`config.mk`:
```
export PLATFORM = sky130hd
export DESIGN_NAME = reg_writeback
export DESIGN_NICKNAME = d
export VERILOG_FILES = /design/src/rtl/reg_writeback.sv
export SDC_FILE = /design/constraint.sdc
export NUM_CORES = 1
export LEC_CHECK = 0
export BUFFER_PORTS_ARGS = -buffer_cell sky130_fd_sc_hd__buf_2
export CORE_MARGIN = 4
export CORE_UTILIZATION = 40
export DETAILED_ROUTE_END_ITERATION = 6
export PLACE_DENSITY_LB_ADDON = 0.15
export SYNTH_ARGS = -nofsm -noshare
export SYNTH_HDL_FRONTEND = slang
export SYNTH_SLANG_ARGS = --single-unit
export TNS_END_PERCENT = 1
```
`constraint.sdc`:
```
create_clock -name clk -period 6 [get_ports clk]
set_input_delay 0.9 -clock clk [delete_from_list [all_inputs] [get_ports clk]]
set_output_delay 0.9 -clock clk [all_outputs]
set_load 0.05 [all_outputs]
```
`src/rtl/reg_writeback.sv`:
```
// Writeback stage: commits ALU results after one cycle. Loads wait for a memory response,
// are lane-extracted and sign/zero-extended, and time out with a sticky error if no response arrives.
module reg_writeback #(
    parameter int DATA_W  = 32,
    parameter int TMO_MAX = 255
) (
    input  logic              clk,
    input  logic              rst,
    input  logic              in_valid,
    output logic              in_ready,
    input  logic [4:0]        in_rd,
    input  logic              in_regwrite,
    input  logic              in_memtoreg,
    input  logic [DATA_W-1:0] in_alu_result,
    input  logic [1:0]        in_ld_size,
    input  logic              in_ld_unsigned,
    input  logic              mem_rsp_valid,
    input  logic [DATA_W-1:0] mem_rsp_data,
    output logic              RegWrite,
    output logic [4:0]        WriteRegister,
    output logic [DATA_W-1:0] WriteData,
    output logic              busy,
    output logic              tmo_err,
    output logic              rsp_err
);

    typedef enum logic [1:0] {
        IDLE     = 2'd0,
        WAIT_MEM = 2'd1,
        COMMIT   = 2'd2
    } state_t;

    // The wait counter is 8 bits wide, so the limit is taken modulo 256.
    localparam logic [7:0] TMO_LIM = 8'(TMO_MAX);

    state_t             state_q, state_d;
    logic [7:0]         cnt_q, cnt_d;
    logic [4:0]         ld_rd_q, ld_rd_d;
    logic [1:0]         ld_addr_q, ld_addr_d;
    logic [1:0]         ld_size_q, ld_size_d;
    logic               ld_uns_q, ld_uns_d;
    logic               regwrite_q, regwrite_d;
    logic [4:0]         wreg_q, wreg_d;
    logic [DATA_W-1:0]  wdata_q, wdata_d;
    logic               tmo_q, tmo_d;
    logic               rsperr_q, rsperr_d;
    logic               xfer_s;

    function automatic logic [DATA_W-1:0] extract_load(
        input logic [DATA_W-1:0] word,
        input logic [1:0]        addr,
        input logic [1:0]        size,
        input logic              uns
    );
        logic [7:0]        b;
        logic [15:0]       h;
        logic [DATA_W-1:0] r;
        b = word[{addr, 3'b000} +: 8];
        h = word[{addr[1], 4'b0000} +: 16];
        case (size)
            2'b00:   r = uns ? {{(DATA_W-8){1'b0}}, b}  : {{(DATA_W-8){b[7]}}, b};
            2'b01:   r = uns ? {{(DATA_W-16){1'b0}}, h} : {{(DATA_W-16){h[15]}}, h};
            default: r = word;
        endcase
        return r;
    endfunction

    assign in_ready      = (state_q != WAIT_MEM);
    assign busy          = (state_q != IDLE);
    assign xfer_s        = in_valid & in_ready;
    assign RegWrite      = regwrite_q;
    assign WriteRegister = wreg_q;
    assign WriteData     = wdata_q;
    assign tmo_err       = tmo_q;
    assign rsp_err       = rsperr_q;

    // Next-state, capture and write-port logic.
    always_comb begin
        state_d    = state_q;
        cnt_d      = cnt_q;
        ld_rd_d    = ld_rd_q;
        ld_addr_d  = ld_addr_q;
        ld_size_d  = ld_size_q;
        ld_uns_d   = ld_uns_q;
        regwrite_d = 1'b0;
        wreg_d     = wreg_q;
        wdata_d    = wdata_q;
        tmo_d      = tmo_q;
        rsperr_d   = rsperr_q | (mem_rsp_valid & (state_q != WAIT_MEM));
        case (state_q)
            IDLE, COMMIT: begin
                if (!xfer_s) begin
                    state_d = IDLE;
                end else if (!in_regwrite || (in_rd == 5'd0)) begin
                    state_d = IDLE;
                end else if (!in_memtoreg) begin
                    state_d    = COMMIT;
                    regwrite_d = 1'b1;
                    wreg_d     = in_rd;
                    wdata_d    = in_alu_result;
                end else begin
                    state_d   = WAIT_MEM;
                    cnt_d     = 8'd0;
                    ld_rd_d   = in_rd;
                    ld_addr_d = in_alu_result[1:0];
                    ld_size_d = in_ld_size;
                    ld_uns_d  = in_ld_unsigned;
                end
            end
            WAIT_MEM: begin
                if (mem_rsp_valid) begin
                    state_d    = COMMIT;
                    regwrite_d = 1'b1;
                    wreg_d     = ld_rd_q;
                    wdata_d    = extract_load(mem_rsp_data, ld_addr_q, ld_size_q, ld_uns_q);
                end else if ((cnt_q + 8'd1) == TMO_LIM) begin
                    cnt_d   = cnt_q + 8'd1;
                    tmo_d   = 1'b1;
                    state_d = IDLE;
                end else begin
                    cnt_d = cnt_q + 8'd1;
                end
            end
            default: begin
                state_d = IDLE;
            end
        endcase
    end

    // State and output registers; reset clears everything asynchronously.
    always_ff @(posedge clk or posedge rst) begin
        if (rst) begin
            state_q    <= IDLE;
            cnt_q      <= 8'd0;
            ld_rd_q    <= 5'd0;
            ld_addr_q  <= 2'd0;
            ld_size_q  <= 2'd0;
            ld_uns_q   <= 1'b0;
            regwrite_q <= 1'b0;
            wreg_q     <= 5'd0;
            wdata_q    <= '0;
            tmo_q      <= 1'b0;
            rsperr_q   <= 1'b0;
        end else begin
            state_q    <= state_d;
            cnt_q      <= cnt_d;
            ld_rd_q    <= ld_rd_d;
            ld_addr_q  <= ld_addr_d;
            ld_size_q  <= ld_size_d;
            ld_uns_q   <= ld_uns_d;
            regwrite_q <= regwrite_d;
            wreg_q     <= wreg_d;
            wdata_q    <= wdata_d;
            tmo_q      <= tmo_d;
            rsperr_q   <= rsperr_d;
        end
    end

endmodule

```
==> implementation parameters, run 1 <==
Parameter                              Value

CTS
  Clock tree root driver cell    sky130_fd_sc_hd__clkbuf_8
  TritonCTS clock tree    yes
  CTS HTree Levels    3
  Sinks on Clock Net    60
  Register clock-pin slew on the reported worst setup and hold paths    approximately 0.070 ns
  PostCTS Resize Cnt    0
  Clock network latency to the later pin of the worst-skew pair    between 0.3 and 0.4 ns
  CTS Hold Buffers Added    0
  Clock tree buffer depth    2
  Total setup buffers inserted after CTS    0
  TritonCTS Buffers    9

Detailed routing
  Wire per inst    17.9 um
  Routed Wire Length    10400 um
  Residual antenna-violating net count after detailed routing    0
  # DRC    0
  Total iterations of the first detailed-routing run    4
  Number of design-rule violations left by the first detailed-router iteration    111
  Via count of the routed design    3225
  Vias per cell    around 5.6

Timing
  Setup violations, final    0
  Final period demand of the worst path    2.71 ns
  Sum of negative setup slack    0 ns
  Setup repair after global routing missed its margin    no
  Final worst clock skew    between 0.007 and 0.008 ns
  Highest attainable clock frequency    0.369 GHz
  Relative slew margins    42.6%
  Period utilisation layout    between 40% and 50%
  Number of pins exceeding their max-slew limit in the final report    0
  Transition at the pin with the smallest max-transition slack    about 0.86 ns
  Fin. Hold Viols    0

Synth
  Post-synth EDFFs    0
  Cell taking the most area after synthesis    sky130_fd_sc_hd__dfrtp_1
  Leading post-synthesis cells by cell area    sky130_fd_sc_hd__dfrtp_1 (42%), sky130_fd_sc_hd__mux2_4 (6.8%), sky130_fd_sc_hd__a31oi_1 (5.5%), sky130_fd_sc_hd__nand2_1 (4.4%), sky130_fd_sc_hd__mux2_2 (4.1%)
  YS warnings    0
  Syn_nets    441
  Fraction of registers with async set or reset after synthesis    between 90% and 100%
  Sequential share of the synthesized area    42.5%
  Yosys top cell area share    42.5%
  Flip-flop and latch count after synthesis    60
  Leading register cell type out of synthesis    sky130_fd_sc_hd__dfrtp_1
  Post-synthesis instance area    3540 um^2
  Post-synthesis cell type count    56
  Number of instances in the synthesized netlist    between 300 and 400
  Post-Synthesis Mean Instance Area    between 9 and 10 um^2

Floorplan
  Effective utilization at floorplan    40.7%
  Full die area    between 10000 and 15000 um^2
  Floorplan core area    8680 um^2
  Floorplan die width    102 um
  I/O pin count    120
  Die boundary height    just over 100 um
  Row cnt    34

Power
  Worst-case vdd ir drop    0.171 mV
  Pwr Total    0.00170 W
  Leakage power    2.02 nW
  Power density over the cells    390 nW/um^2

Outcome
  Result of the run    finished clean

Critical path
  Critical Path Sink    WriteData[17]
  Worst Setup SP    in_memtoreg
  Capturing point of the worst reg2reg path    WriteData[17]
  Kind of critical path    in -> reg
  Crit path buffers/inverters    2
  Largest stage delay on the critical path    0.69 ns
  Critical path data required time    6.23 ns
  Cell depth of the worst setup path    6
  Depth of the most critical reg-to-reg path    5
  Reg-to-Reg Start    state_q[0]
  Reg2reg setup slack    3.53 ns
  Cell family with most CP delay    compound AO/OA/AOI/OAI gates
  CP max-delay cell    sky130_fd_sc_hd__o21a_1
  Critical Path, Cell by Cell    buf_2 > nor4bb_1 > o21a_1 > nor2_8 > inv_4 > mux2_2
  Signal arrival time at the worst endpoint    just under 3 ns
  Highest fanout seen on the critical path    32
  Kind of end point of the critical path    flop
  Critical path startpoint category    input port

Final layout
  Ratio of cells with drive above 1 in the final layout    37.7%
  Fill cell instance count of the final layout    845
  Fin nets    around 550
  Diode insertion count for antenna repair    0
  Layout overhead on the synthesized area    23.0%

Global route
  Global-route wire length before repair    16100 um
  Overflow left after global routing    0
  Total global routing track utilization    19.9%
  Initial antenna violation count    0
  Largest net degree at the start of global routing    just over 60
  Vias in the first global route    3080

Placement
  GPL Wtd Cong    0.828
  Number of port buffers    119
  Detailed placement HPWL    7460 um

Worst hold path
  Class of the tightest hold or removal check    reg -> reg

Run
  Max-cap check violation count    0
==> report_power, final <==
group,internal [W],leakage [nW],switching (W)
clock,0.000198,0.0979,0.000164
combinational,0.000238,1.20,0.000490
sequential,0.000508,0.722,0.0000977
total,0.000944,2.02,0.000752
==> logic make-up after synthesis <==
group | after synthesis | synth area share [%]
flip-flops | 60 | 42.5
AND/OR/NAND/NOR | 119 | 16.5
buffers and inverters | 44 | 5.80
AO/OA/AOI/OAI | 89 | 17.6
adder cells (fa/ha/maj) | 2 | 0.708
XOR/XNOR | 3 | 0.743
multiplexers | 44 | 16.2
==> cell usage in the layout (no fill, tap or decap), types with 3 or more instances in the layout <==
cell                        netlist  routed
sky130_fd_sc_hd__a211oi_1         5       5
sky130_fd_sc_hd__a21oi_1          6       6
sky130_fd_sc_hd__a31oi_1         31      31
sky130_fd_sc_hd__buf_2            5     119
sky130_fd_sc_hd__buf_4            0       4
sky130_fd_sc_hd__clkbuf_8         0      10
sky130_fd_sc_hd__clkinv_2         0       3
sky130_fd_sc_hd__dfrtp_1         60      60
sky130_fd_sc_hd__inv_1           12      11
sky130_fd_sc_hd__mux2_2          13      13
sky130_fd_sc_hd__mux2_4          16      16
sky130_fd_sc_hd__mux2i_1         12      12
sky130_fd_sc_hd__mux4_2           3       3
sky130_fd_sc_hd__nand2_1         41      41
sky130_fd_sc_hd__nand2b_1         3       3
sky130_fd_sc_hd__nand3_1          7       7
sky130_fd_sc_hd__nor2_1          30      30
sky130_fd_sc_hd__nor2b_1          4       3
sky130_fd_sc_hd__nor3_1          13      13
sky130_fd_sc_hd__o21ai_0         10       9
sky130_fd_sc_hd__o221ai_1         7       7
sky130_fd_sc_hd__o22ai_1          5       5
sky130_fd_sc_hd__o2bb2ai_1        5       5
sky130_fd_sc_hd__o32ai_1          5       5
sky130_fd_sc_hd__or3_1            3       3
==> layout make-up <==
| class | instances | area (um^2) | area share, % |
|---|---|---|---|
| inverter | 15 | 58.8 | 1.35 |
| clock inverter | 5 | 52.6 | 1.21 |
| tap | 108 | 135 | 3.11 |
| sequential | 60 | 1500 | 34.5 |
| clock buffer | 10 | 138 | 3.17 |
| multi-input combinational | 257 | 1840 | 42.2 |
| timing repair buffer | 123 | 626 | 14.4 |
==> sequential cells by signal, summed over array words and instances (netlist names) <==
signal         count
RegWrite           1
ld_addr_q          2
WriteData         32
ld_size_q          2
rsp_err            1
ld_uns_q           1
state_q            2
cnt_q              8
ld_rd_q            5
WriteRegister      5
tmo_err            1
==> synthesized netlist by cell type (6+ instances only) <==
master and count:
sky130_fd_sc_hd__a21oi_1 6, sky130_fd_sc_hd__a31oi_1 31, sky130_fd_sc_hd__clkbuf_1 16, sky130_fd_sc_hd__dfrtp_1 60, sky130_fd_sc_hd__inv_1 12, sky130_fd_sc_hd__mux2_2 13, sky130_fd_sc_hd__mux2_4 16, sky130_fd_sc_hd__mux2i_1 12
sky130_fd_sc_hd__nand2_1 41, sky130_fd_sc_hd__nand3_1 7, sky130_fd_sc_hd__nor2_1 30, sky130_fd_sc_hd__nor3_1 13, sky130_fd_sc_hd__o21ai_0 10, sky130_fd_sc_hd__o221ai_1 7
==> layer usage <==
metal	track usage, %	up-vias	share of wire, %
met1	26.9	1560	43
li1	-	1534	-
met3	4.37	11	7.2
met4	5.75	0	1.2
met5	0	-	0
met2	32.3	120	48
==> through the flow <==
stage / hold WS (ns) / utilization (%) / std cells / setup WS, ns / area [um^2]
after floorplan: 0.446 / - / 361 / 3.49 / 3540
after CTS: 0.455 / 50.1 / 578 / 3.31 / 4350
after global routing: 0.472 / 50.1 / 578 / 3.18 / 4350
final: 0.453 / 50.1 / 578 / 3.29 / 4350
after global placement: 0.437 / 47.9 / 563 / 3.00 / 4160
after detailed placement: 0.439 / 47.9 / 563 / 2.95 / 4160
==> worst min path at each step <==
stage | startpoint | to | slack, ns | depth (start not counted)
after floorplan | ld_rd_q[0] | ld_rd_q[0] | 0.45 | 2
after global placement | rsp_err | rsp_err | 0.44 | 1
after detailed placement | rsp_err | rsp_err | 0.44 | 1
after CTS | rsp_err | rsp_err | 0.45 | 1
after global routing | rsp_err | rsp_err | 0.47 | 1
final | rsp_err | rsp_err | 0.45 | 1
(Power assumes the default switching activity.)
==> run 2, diff against run 1 <==
ABC_AREA = 1   (was unset)
clock period = 2.7 ns   (was 6 ns; I/O delays follow)
==> run 2 against run 1 <==
Die area increased by 8.1%. Combinational power is 120% higher. Clock skew up 0.0045 ns. Routed wire length grew 11%. Setup slack worse by 2.6 ns. Cell count rose by 43%. Non-clock buffer count increased by 3. Sequential cell count did not move. Via count increased by 25%. Clock power grew to 2.8 times the previous value. Largest cell class unchanged. Largest power group unchanged.
==> implementation parameters, run 2 <==
Parameter                              Value

Placement
  Detailed placement HPWL    8540 um (was 7460 um)
  Number of port buffers    119 (unchanged)
  GPL Wtd Cong    0.866 (was 0.828)

Timing
  Sum of negative setup slack    0 ns (unchanged)
  Final worst clock skew    0.0115 ns (was 0.00700 ns)
  Setup repair after global routing missed its margin    no (unchanged)
  Fin. Hold Viols    0 (unchanged)
  Relative slew margins    52.9% (was 42.6%)
  Setup violations, final    0 (unchanged)
  Final period demand of the worst path    between 2 and 2.5 ns
  Transition at the pin with the smallest max-transition slack    0.704 ns (was 0.862 ns)
  Period utilisation layout    about 76%
  Minimum hold slack    0.0510 ns (was 0.453 ns)
  Number of pins exceeding their max-slew limit in the final report    0 (unchanged)
  Highest attainable clock frequency    between 0.4 and 0.5 GHz

Critical path
  Reg2reg setup slack    0.71 ns (was 3.53 ns)
  Signal arrival time at the worst endpoint    1.65 ns (was 2.93 ns)
  Critical path startpoint category    flop (was input port)
  Highest fanout seen on the critical path    27 (was 32)
  Critical path data required time    2.30 ns (was 6.23 ns)
  CP max-delay cell    sky130_fd_sc_hd__dfrtp_1 (was sky130_fd_sc_hd__o21a_1)
  Cell mode on critical path    sky130_fd_sc_hd__inv_2
  Largest stage delay on the critical path    0.42 ns (was 0.69 ns)
  Critical Path, Cell by Cell    inv_2 > nor2_4 > inv_2 > buf_2 (was buf_2 > nor4bb_1 > o21a_1 > nor2_8 > inv_4 > mux2_2)
  Cell family with most CP delay    buffers and inverters (was compound AO/OA/AOI/OAI gates)
  Kind of critical path    reg -> out (was in -> reg)
  Kind of end point of the critical path    output pin (was flop)
  Crit path buffers/inverters    3 (was 2)

CTS
  CTS Hold Buffers Added    0 (unchanged)
  Clock tree buffer depth    2 (unchanged)
  Clock network latency to the later pin of the worst-skew pair    0.35 ns (was 0.34 ns)
  Clock tree root driver cell    sky130_fd_sc_hd__clkbuf_8 (unchanged)
  PostCTS Resize Cnt    0 (unchanged)
  TritonCTS clock tree    yes (unchanged)
  TritonCTS Buffers    9 (unchanged)
  Sinks on Clock Net    60 (unchanged)
  CTS HTree Levels    3 (unchanged)
  Total setup buffers inserted after CTS    0 (unchanged)
  Register clock-pin slew on the reported worst setup and hold paths    0.07 ns (about the same)

Floorplan
  I/O pin count    120 (unchanged)
  Die boundary height    106 um (was 102 um)
  Floorplan die width    106 um (was 102 um)
  Row cnt    35 (was 34)
  Full die area    11300 um^2 (was 10400 um^2)
  Floorplan core area    9280 um^2 (was 8680 um^2)
  Effective utilization at floorplan    41.4% (was 40.7%)

Detailed routing
  Residual antenna-violating net count after detailed routing    0 (unchanged)
  Wire per inst    13.9 um (was 17.9 um)
  Total iterations of the first detailed-routing run    5 (was 4)
  Number of design-rule violations left by the first detailed-router iteration    255 (was 111)
  Via count of the routed design    4046 (was 3225)
  Vias per cell    4.91 (was 5.58)
  Routed Wire Length    11500 um (was 10400 um)
  # DRC    0 (unchanged)

Global route
  Largest net degree at the start of global routing    55 (was 61)
  Vias in the first global route    3854 (was 3080)
  Initial antenna violation count    0 (unchanged)
  Global-route wire length before repair    19000 um (was 16100 um)
  Total global routing track utilization    21.0% (was 19.9%)
  Overflow left after global routing    0 (unchanged)

Power
  Sequential cell fraction of total power    31.9% (was 35.7%)
  Share of total power in combinational logic    41.5% (was 42.9%)
  Power density over the cells    816 nW/um^2 (was 390 nW/um^2)
  Pwr Total    0.00386 W (was 0.00170 W)
  Leakage power    2.60 nW (was 2.02 nW)
  Internal power component    0.00217 W (was 0.000944 W)
  Net switching power    0.00170 W (was 0.000752 W)
  Clock share of power    26.6% (was 21.4%)
  Switching part of the total    43.9% (was 44.3%)
  Worst-case vdd ir drop    0.359 mV (was 0.171 mV)

Outcome
  Result of the run    finished clean (unchanged)

Synth
  Sequential share of the synthesized area    39.0% (was 42.5%)
  Number of instances in the synthesized netlist    583 (was 361)
  Cell taking the most area after synthesis    sky130_fd_sc_hd__dfrtp_1 (unchanged)
  Yosys top cell area share    39.0% (was 42.5%)
  Flip-flop and latch count after synthesis    60 (unchanged)
  Leading cell type by number of instances after synthesis    sky130_fd_sc_hd__nand2_1 (was sky130_fd_sc_hd__dfrtp_1)
  Post-synth EDFFs    0 (unchanged)
  Commonest cells in the netlist    sky130_fd_sc_hd__nand2_1 (216), sky130_fd_sc_hd__dfrtp_1 (60), sky130_fd_sc_hd__nor2_1 (59), sky130_fd_sc_hd__a21oi_1 (47), sky130_fd_sc_hd__o21ai_0 (43) (was sky130_fd_sc_hd__dfrtp_1 (60), sky130_fd_sc_hd__nand2_1 (41), sky130_fd_sc_hd__a31oi_1 (31), sky130_fd_sc_hd__nor2_1 (30))
  Post-synthesis instance area    3850 um^2 (was 3540 um^2)
  Fraction of registers with async set or reset after synthesis    100% (unchanged)
  Syn_nets    663 (was 441)
  Post-synthesis cell type count    28 (was 56)
  Post-Synthesis Mean Instance Area    6.60 um^2 (was 9.79 um^2)
  Leading register cell type out of synthesis    sky130_fd_sc_hd__dfrtp_1 (unchanged)
  YS warnings    0 (unchanged)
  Leading post-synthesis cells by cell area    sky130_fd_sc_hd__dfrtp_1 (39%), sky130_fd_sc_hd__nand2_1 (21%), sky130_fd_sc_hd__a21oi_1 (6.1%), sky130_fd_sc_hd__nor2_1 (5.8%), sky130_fd_sc_hd__o21ai_0 (5.6%) (was sky130_fd_sc_hd__dfrtp_1 (42%), sky130_fd_sc_hd__mux2_4 (6.8%), sky130_fd_sc_hd__a31oi_1 (5.5%), sky130_fd_sc_hd__nand2_1 (4.4%), sky130_fd_sc_hd__mux2_2 (4.1%))

Final layout
  Most common library cell in the layout ignoring fill and taps    sky130_fd_sc_hd__nand2_1 (was sky130_fd_sc_hd__buf_2)
  Commonest non-fill, non-tap cells in the layout    sky130_fd_sc_hd__nand2_1 (216), sky130_fd_sc_hd__buf_2 (119), sky130_fd_sc_hd__dfrtp_1 (60), sky130_fd_sc_hd__nor2_1 (59), sky130_fd_sc_hd__a21oi_1 (47) (was sky130_fd_sc_hd__buf_2 (119), sky130_fd_sc_hd__dfrtp_1 (60), sky130_fd_sc_hd__nand2_1 (41), sky130_fd_sc_hd__a31oi_1 (31), sky130_fd_sc_hd__nor2_1 (30))
  Diode insertion count for antenna repair    0 (unchanged)
  Layout overhead on the synthesized area    23.1% (was 23.0%)
  Max reg flops    32 (unchanged)
  Fin nets    770 (was 546)
  Ratio of cells with drive above 1 in the final layout    25.0% (was 37.7%)

Worst hold path
  Class of the tightest hold or removal check    in -> async (was reg -> reg)

Run
  Max-cap check violation count    0 (unchanged)
## run 2: cell count changes after synthesis, sizes merged, moves of 7 or more
cell,before,now
mux2,29,0
o21ai,10,50
nor2,31,77
a21oi,6,47
o221ai,7,0
mux2i,12,0
inv,13,44
a31oi,31,0
nor3,13,0
nand3,7,38
nand2,41,220
## run 2: final timing paths
check | from | end | depth (start not counted)
max | state_q[0] | in_ready | 4
min | rst | cnt_q[6] | 2
max reg2reg | ld_addr_q[1] | WriteData[13] | 9
min reg2reg | tmo_err | tmo_err | 2
max in group asynchronous | rst | WriteData[26] | 3
min in group clk | mem_rsp_valid | rsp_err | 2
## run 2: cell type report
| type | instances | area, um^2 |
|---|---|---|
| inverters | 45 | 173 |
| clock inverters | 4 | 95.1 |
| clock buffers | 12 | 155 |
| fillers | 992 | 4550 |
| flip-flops and latches | 60 | 1500 |
| well taps | 129 | 161 |
| multi-input cells | 448 | 2000 |
| repair buffers | 126 | 648 |
## run 2: logic make-up (layout without fill, tap and decap cells)
kind of cell               after synthesis  after routing  synth area share (%)
DFF                                     60             60                  39.0
xor gates and xnor gates                 3              3                 0.683
buffers and inverters                   75            187                  8.98
adders and majority gates                2              2                 0.650
AOI/OAI and AO/OA                       99             99                  13.0
and+or+nand+nor                        344            344                  37.7
## run 2: power groups by stage
stage                     clock network [W]  logic (W)  registers [W]
after floorplan                           0   0.000659        0.00180
after global placement                    0    0.00159        0.00124
after detailed placement                  0    0.00161        0.00125
after CTS                           0.00105    0.00161        0.00123
after global routing                0.00109    0.00176        0.00126
final                               0.00103    0.00160        0.00123
## run 2: metrics by stage
step | cells | setup slack (ns) | utilization [%] | area (um^2)
floorplan | 583 | 0.810 | - | 3850
global placement | 808 | 0.702 | 48.3 | 4480
detailed placement | 808 | 0.680 | 48.3 | 4480
CTS | 824 | 0.629 | 51.0 | 4730
global route | 824 | 0.391 | 51.0 | 4730
finish | 824 | 0.647 | 51.0 | 4730
## run 2: per-layer routing
metal | vias to the layer above | GRT usage, % | share of wire, %
met5 | - | 0 | 0
met4 | 0 | 7.31 | 1.8
met3 | 18 | 3.76 | 6.6
met2 | 152 | 33.0 | 46
met1 | 1827 | 29.1 | 46
li1 | 2049 | - | -
## run 2: worst reg2reg max path, cell delays in order (launching register included)
cell                      delay (ns)
sky130_fd_sc_hd__dfrtp_1        0.49
sky130_fd_sc_hd__inv_1          0.36
sky130_fd_sc_hd__nand2_1        0.10
sky130_fd_sc_hd__nand2_1        0.13
sky130_fd_sc_hd__nand2_1        0.09
sky130_fd_sc_hd__nand2_1        0.08
sky130_fd_sc_hd__nand2_2        0.28
sky130_fd_sc_hd__nand2_1        0.15
sky130_fd_sc_hd__nand2_1        0.10
sky130_fd_sc_hd__a21oi_1        0.13
